**config.mk**
```make
export PLATFORM = sky130hd
export DESIGN_NAME = decode_execute_pipe
export DESIGN_NICKNAME = d
export VERILOG_FILES = /design/src/rtl/decode_execute_pipe.sv
export SDC_FILE = /design/constraint.sdc
export NUM_CORES = 1
export LEC_CHECK = 0
export ABC_CLOCK_PERIOD_IN_PS = 2800
export CAP_MARGIN = 30
export CORE_MARGIN = 2
export CORE_UTILIZATION = 57
export CTS_CLUSTER_SIZE = 30
export DETAILED_ROUTE_END_ITERATION = 8
export GPL_TIMING_DRIVEN = 1
export PLACE_DENSITY = 0.87
export SLEW_MARGIN = 25
export SYNTH_ARGS = -nofsm -noshare
export SYNTH_HDL_FRONTEND = slang
export SYNTH_SLANG_ARGS = --single-unit
```
**constraint.sdc**
```tcl
create_clock -name clk -period 2.8 [get_ports clk]
set_input_delay 0.56 -clock clk [delete_from_list [all_inputs] [get_ports clk]]
set_output_delay 0.56 -clock clk [all_outputs]
set_load 0.05 [all_outputs]
```
**src/rtl/decode_execute_pipe.sv**
```systemverilog
// Two-stage register-file decode/execute pipe with valid/ready instruction input.
// Optional operand forwarding: define DECODE_EXECUTE_PIPE_FORWARD_EN (default: one-cycle stall).
module decode_execute_pipe #(
    parameter int WIDTH  = 4,
    parameter int ADDR_W = 2
) (
    input  logic              clk,
    input  logic              rst,
    input  logic              in_valid,
    output logic              in_ready,
    input  logic [2:0]        op,
    input  logic              imm_en,
    input  logic [WIDTH-1:0]  imm,
    input  logic [ADDR_W-1:0] rs_addr,
    input  logic [ADDR_W-1:0] rt_addr,
    input  logic [ADDR_W-1:0] rd_addr,
    output logic              out_valid,
    output logic [ADDR_W-1:0] out_rd_addr,
    output logic [WIDTH-1:0]  out_data,
    output logic              out_carry,
    output logic              out_zero
);
    localparam int NREG = 2**ADDR_W;

    typedef struct packed {
        logic              imm_en;
        logic [2:0]        op;
        logic [WIDTH-1:0]  imm;
        logic [ADDR_W-1:0] rd;
        logic [WIDTH-1:0]  a;
        logic [WIDTH-1:0]  b;
    } s1_t;

    logic [NREG-1:0][WIDTH-1:0] regfile;
    logic [1:0]                 vld_pipe;  // [0]: stage 1 occupied, [1]: result reported
    s1_t                        s1;
    logic [WIDTH-1:0]           res, opa, opb;
    logic [WIDTH:0]             sum;
    logic                       res_c, hit_s, hit_t, accept;

    assign hit_s  = vld_pipe[0] && (rs_addr == s1.rd);
    assign hit_t  = vld_pipe[0] && (rt_addr == s1.rd);
    assign accept = in_valid && in_ready;

`ifdef DECODE_EXECUTE_PIPE_FORWARD_EN
    assign in_ready = !rst;
    assign opa      = hit_s ? res : regfile[rs_addr];
    assign opb      = hit_t ? res : regfile[rt_addr];
`else
    // The stage-1 write lands on the stall edge, so the retry reads fresh data.
    assign in_ready = !rst && !(in_valid && (hit_s || hit_t));
    assign opa      = regfile[rs_addr];
    assign opb      = regfile[rt_addr];
`endif

    always_comb begin
        res   = '0;
        res_c = 1'b0;
        sum   = {1'b0, s1.a} + {1'b0, s1.b};
        if (s1.imm_en) begin
            res = s1.imm;
        end else begin
            case (s1.op)
                3'd0: begin res = sum[WIDTH-1:0]; res_c = sum[WIDTH]; end
                3'd1: begin res = s1.a - s1.b; res_c = (s1.a >= s1.b); end
                3'd2: res = s1.a & s1.b;
                3'd3: res = s1.a | s1.b;
                3'd4: begin res = {s1.a[WIDTH-2:0], s1.a[WIDTH-1]}; res_c = s1.a[WIDTH-1]; end
                3'd5: begin res = {s1.b[WIDTH-1], s1.b[WIDTH-1:1]}; res_c = s1.b[0]; end
                3'd6: res = {{(WIDTH-1){1'b1}}, (s1.a == s1.b)};
                default: begin
                    res[WIDTH-1] = 1'b1;
                    res[1]       = 1'b1;
                    res[0]       = (s1.a > s1.b);
                end
            endcase
        end
    end

    always_ff @(posedge clk) begin
        if (rst) begin
            vld_pipe    <= '0;
            s1          <= '0;
            regfile     <= '0;
            out_rd_addr <= '0;
            out_data    <= '0;
            out_carry   <= 1'b0;
            out_zero    <= 1'b0;
        end else begin
            vld_pipe <= {vld_pipe[0], accept};
            if (accept)
                s1 <= {imm_en, op, imm, rd_addr, opa, opb};
            if (vld_pipe[0]) begin
                regfile[s1.rd] <= res;
                out_rd_addr    <= s1.rd;
                out_data       <= res;
                out_carry      <= res_c;
                out_zero       <= (res == '0);
            end
        end
    end

    assign out_valid = vld_pipe[1];
endmodule

```
After elaboration in Yosys (flattened, before gate mapping). Index checks and enable logic that the tools add are counted.

Reductions and logical operators: 11. Equality and inequality tests: 9. Shifts and indexed selects: 0. Muxes and demuxes: 13. Div/mod/pow operators: 0. Bitwise logic cells: 2. Multiply operators: 0. $add $sub $neg: 2. Order comparisons: 6.

Operators by type and width (number): binary-select mux 4 bit (select 2 bit) (2); bitwise mux 16 bit (1); two-way mux 4 bit (4); one-hot mux 2 bit (7 select lines) (1); == test 3 bit (second input constant) (3); < comparator 2 x 3 -> 1 bit (second input constant) (3); demux 4 bit (select 2 bit) (1); one-hot mux 1 bit (7 select lines) (1); == test 3 x 2 -> 1 bit (second input constant) (2); logical AND 1 bit (6); one-hot mux 1 bit (6 select lines) (1); adder 4 x 4 -> 5 bit (1); AND 4 bit (1); == test 2 bit (2); == test 4 bit (1); greater-or-equal comparator 4 bit (1); > comparator 4 bit (1); logical NOT 4 bit (1); bitwise OR 4 bit (1); one-hot mux 1 bit (4 select lines) (1); subtractor 4 bit (1); == test 3 x 1 -> 1 bit (second input constant) (1); logical NOT 3 bit (1); greater-or-equal comparator 2 x 1 -> 1 bit (second input constant) (1); other kinds (3) (4).

Latch bits: 0. Memories: 0. ROM bits: 0. Bits in writable memories: 0. Output and inout port bits: 10. Bits in registers: 44.

Logic depth before layout (Yosys ltp). Gate-level depths: netlist (run 1).

Depth in word-level cells: 7. Mapped depth: 8. Gate-level depth less buffers: 8.

Least setup slack after synthesis (run 1). No wires, ideal clock.

Path type: input-to-output. From: input port rs_addr[0]. To: output port in_ready. Cell stages on the path: 4. Path buffers: 1. Data arrival time: 1.936 ns. Setup slack: 0.304 ns. Data required time: 2.240 ns. Path through: clkbuf_1 -> xor2_1 -> o22ai_1 -> a31oi_1.

Longest elaborated chain between the ends: 6.

Ends and longest elaborated chain: from (decl) (RTL line 14) `input logic [ADDR_W-1:0] rs_addr,`; == test 2 bit (RTL line 41) `assign hit_s = vld_pipe[0] && (rs_addr == s1.rd);`; logical AND 1 bit (RTL line 41); logical OR 1 bit (RTL line 51) `assign in_ready = !rst && !(in_valid && (hit_s || hit_t));`; logical AND 1 bit (RTL line 51); logical NOT 1 bit (RTL line 51); logical AND 1 bit (RTL line 51); to (decl) (RTL line 10) `output logic in_ready,`.

Every way passes these cells.

Final worst setup path (run 1).
From: input port rt_addr[1]. To: output port in_ready.

Longest elaborated chain between the ends: 6.

Ends and longest elaborated chain: from (decl) (RTL line 15) `input logic [ADDR_W-1:0] rt_addr,`; == test 2 bit (RTL line 42) `assign hit_t = vld_pipe[0] && (rt_addr == s1.rd);`; logical AND 1 bit (RTL line 42); logical OR 1 bit (RTL line 51); logical AND 1 bit (RTL line 51); logical NOT 1 bit (RTL line 51); logical AND 1 bit (RTL line 51).

Every way passes these cells.

==> results of run 1 <==
[synthesized netlist by cell type (4+ instances only)]
library cell | instances | area (um2)
inv_1 | 13 | 48.8
nand3_1 | 5 | 25.0
o21ai_1 | 5 | 25.0
nand2b_1 | 9 | 56.3
nor2_1 | 30 | 113
o31ai_1 | 10 | 75.1
buf_1 | 4 | 15.0
ha_1 | 13 | 163
clkbuf_1 | 12 | 45.0
dfxtp_1 | 44 | 881
mux4_2 | 8 | 180
nand2_1 | 30 | 113
o21ai_0 | 9 | 45.0
xor2_1 | 6 | 52.6
mux2i_1 | 15 | 150
a21oi_1 | 25 | 125
nand3b_1 | 8 | 60.1
nor3b_1 | 4 | 30.0
[kinds of logic after synthesis]
| group | Yosys count | synth area share (%) |
|---|---|---|
| fa+ha+maj | 15 | 7.77 |
| compound gates | 71 | 18.4 |
| buf+inv | 38 | 6.33 |
| flops | 44 | 33.8 |
| mux | 23 | 12.7 |
| xor+xnor | 6 | 2.01 |
| simple gates | 102 | 19.0 |
[power by group through the flow]
| stage | logic, mW | registers (mW) | clock network [mW] |
|---|---|---|---|
| after global routing | 0.250 | 0.690 | 0.523 |
| after global placement | 0.223 | 0.699 | 0 |
| after floorplan | 0.152 | 0.692 | 0 |
| final | 0.232 | 0.686 | 0.500 |
| after CTS | 0.229 | 0.685 | 0.502 |
| after detailed placement | 0.228 | 0.699 | 0 |
[sequential cells by signal, indices dropped and copies added, names as in the netlist]
name and cells:
out_carry 1, vld_pipe 2, out_data 4, regfile 16, s1 18, out_zero 1
out_rd_addr 2
[area by class of cell]
class / count / area share [%]
Multi-Input combinational cell: 217 / 51.5
Clock inverter: 3 / 1.51
Clock buffer: 5 / 2.25
Inverter: 15 / 1.84
Tap cell: 52 / 2.13
Timing Repair Buffer: 39 / 12.0
Sequential cell: 44 / 28.8
[placed cells by master, fill, tap and decap left out, drive strengths merged, types with 2 or more instances in the layout]
cell type | synthesis | layout
or2 | 2 | 2
nor2b | 3 | 3
mux4 | 8 | 8
ha | 13 | 13
dfxtp | 44 | 44
inv | 15 | 16
a221o | 2 | 2
a21oi | 25 | 25
o21bai | 2 | 2
o31ai | 10 | 10
clkbuf | 12 | 5
nor3 | 3 | 3
clkdlybuf4s50 | 0 | 25
a21o | 2 | 2
a31oi | 2 | 2
a2111oi | 2 | 2
or4 | 3 | 3
mux2i | 15 | 15
nand4 | 2 | 2
nand3b | 8 | 8
o21ai | 14 | 14
xor2 | 6 | 6
fa | 2 | 2
a211oi | 2 | 2
nor3b | 4 | 4
nor2 | 30 | 30
a211o | 2 | 2
nand2b | 9 | 9
nand2 | 30 | 30
nand3 | 5 | 5
buf | 11 | 14
o311ai | 2 | 2
[per-stage QoR]
| stage | area (um2) | instances | util [%] | power, mW |
|---|---|---|---|---|
| 4_1_cts | 3060 | 375 | 69.8 | 1.42 |
| 5_1_grt | 3060 | 375 | 69.8 | 1.46 |
| 6_report | 3060 | 375 | 69.8 | 1.42 |
| 3_5_place_dp | 2950 | 367 | 67.2 | 0.927 |
| 3_3_place_gp | 2950 | 367 | 67.2 | 0.922 |
| 2_1_floorplan | 2610 | 299 | - | 0.844 |
[worst register-to-register path, cell delays in order (launching register included)]
cell and delay [ns]:
dfxtp_1 0.41, inv_1 0.08, ha_1 0.21, fa_1 0.41
xor2_1 0.18, a221o_1 0.34, a221o_2 0.38, a2111oi_4 0.30
a31o_1 0.17
[routing by layer]
| metal | up-vias | GRT usage, % | wire, um | part of all wire (%) |
|---|---|---|---|---|
| met2 | 88 | 44.4 | 3130 | 48 |
| met1 | 1086 | 36.7 | 2870 | 44 |
| li1 | 1097 | - | - | - |
| met3 | 15 | 4.92 | 419 | 6.4 |
| met4 | 0 | 9.43 | 124 | 1.9 |
| met5 | - | 0 | 0 | 0 |
[path summary, 6_finish.rpt]
check	startpoint	endpoint	slack, ns	cells after the start
max	rt_addr[1]	in_ready	0.24	5
min	out_data[2]	out_data[2]	0.47	2
max reg2reg	s1[4]	out_zero	0.27	8
min reg2reg	out_data[2]	out_data[2]	0.47	2
==> key figures, run 1 <==
Status
  • Status: completed

Clock network
  • Htree depth: 2
  • Total CTS buffers: 5
  • CTS tree: done
  • Clock-pin slew on the worst setup and hold paths: 0.08 ns
  • CTS Buffer Depth: 2
  • Post CTS Setup Buffer Count: 0
  • Cts repair resizes: 0
  • Clk_lat worst skew: 0.30 ns
  • CTS Hold Bufs: 0
  • Clock root buffer: clkbuf_8
  • CTS sink cnt: 44

Job
  • MaxCap Viol Count: 0

Setup path
  • CP Buf/Inv Count: 2
  • Delay-heaviest family, CP: buffers and inverters
  • Startpoint types: input port
  • Worst path slowest cell: clkdlybuf4s50_1
  • Worst Path Arrival: 2.00 ns
  • Max stage delay on crit path: 0.45 ns
  • Worst EP required: 2.24 ns
  • Setup crit end kind: output pin
  • Max FO, Critical Path: 2
  • Crit path cell chain: clkdlybuf4s50_1 -> xor2_1 -> o22ai_1 -> a31oi_1 -> buf_12
  • Critical path class: in -> out

Timing
  • Slew HR: 59.5%
  • Final setup margin: 0.240 ns
  • Setup TNS Final: 0 ns
  • Final period utilization: 91.4%
  • Fin crit period: 2.56 ns
  • Clock Skew: 0.00533 ns
  • Max Freq: 391 MHz
  • Max-slew violation count: 0
  • RSZ-0062 raised after global routing: false
  • Worst hold slack: 0.472 ns
  • Count of final setup violators: 0
  • Worst Tran Pin Value: 0.607 ns
  • Hold Vio Cnt, Final: 0

GRT
  • Tot GR Track Use: 27.3%
  • First-pass GRT wire length: 10.9 mm
  • Vias in the first global route: 2,226
  • Initial antenna violation count: 0
  • Total grt overflow: 0
  • Largest net degree at the start of global routing: 33

Power
  • PwrDens: 464 nW/um2
  • Sequential share of power: 48.4%
  • Clock power frac: 35.3%
  • Net load switching power: 0.401 mW
  • Worst vdd ir: 0.000372 V
  • Sw frac: 28.3%
  • Int Pwr: 1.02 mW
  • Combinational share of power: 16.4%
  • Pleak: 1.16 nW

Die
  • Core ar.: 4380 um2
  • # rows: 24
  • Die Y: 71.7 um
  • Num ports: 27
  • Initial Utilization: 59.5%
  • Die area: 5130 um2
  • Die Wd: 71.7 um

Finish
  • Fin nets: 354
  • Multi-input gate area: 1580 um2
  • # fillers: 349
  • Storage cell area: 881 um2
  • Area Overhead vs Synth: 17.3%
  • Layout cells sized above 1: 11.5%
  • N_diodes: 0

Yosys
  • Synth warn: 0
  • Synth unique cells: 49
  • Post-synthesis cell count: 299
  • Post-synth EDFFs: 0
  • Post-synthesis register bit count: 44
  • Netlist Area Pre-Place: 2610 um2
  • Synth async-reset ratio: 0%
  • Mapped Avg Cell Area: 8.72 um2
  • Top FF cell, synth: dfxtp_1
  • Part of the Yosys area used for sequential elements: 33.8%
  • Net Count, Synth: 331

Routing
  • DR WL/cell: 17.4 um
  • Routed Antenna Nets: 0
  • Via density: 6.10
  • 1st-iter DRT viols: 276
  • # DRC: 0
  • Drt pass-1 iters: 5
  • Vias: 2,286
  • Total Wirelength: 6.54 mm

Placed design
  • Place WS: 0.272 ns
  • Placer Congestion: 1.00
  • IO buf count: 26
  • DPL Wire Length: 4.69 mm

Hold path
  • Hold Crit Class: reg -> reg
No activity file was read; power rests on OpenSTA's default activity.
==> run 2: changes to the inputs <==
--- a/config.mk
+++ b/config.mk
@@ -9,6 +9,7 @@
 export CAP_MARGIN = 30
 export CORE_MARGIN = 2
 export CORE_UTILIZATION = 57
+export CTS_CLUSTER_DIAMETER = 100
 export CTS_CLUSTER_SIZE = 30
 export DETAILED_ROUTE_END_ITERATION = 8
 export GPL_TIMING_DRIVEN = 1
==> results of run 2 <==
Same layout as run 1: the final DEF is identical, and so are final timing and power.
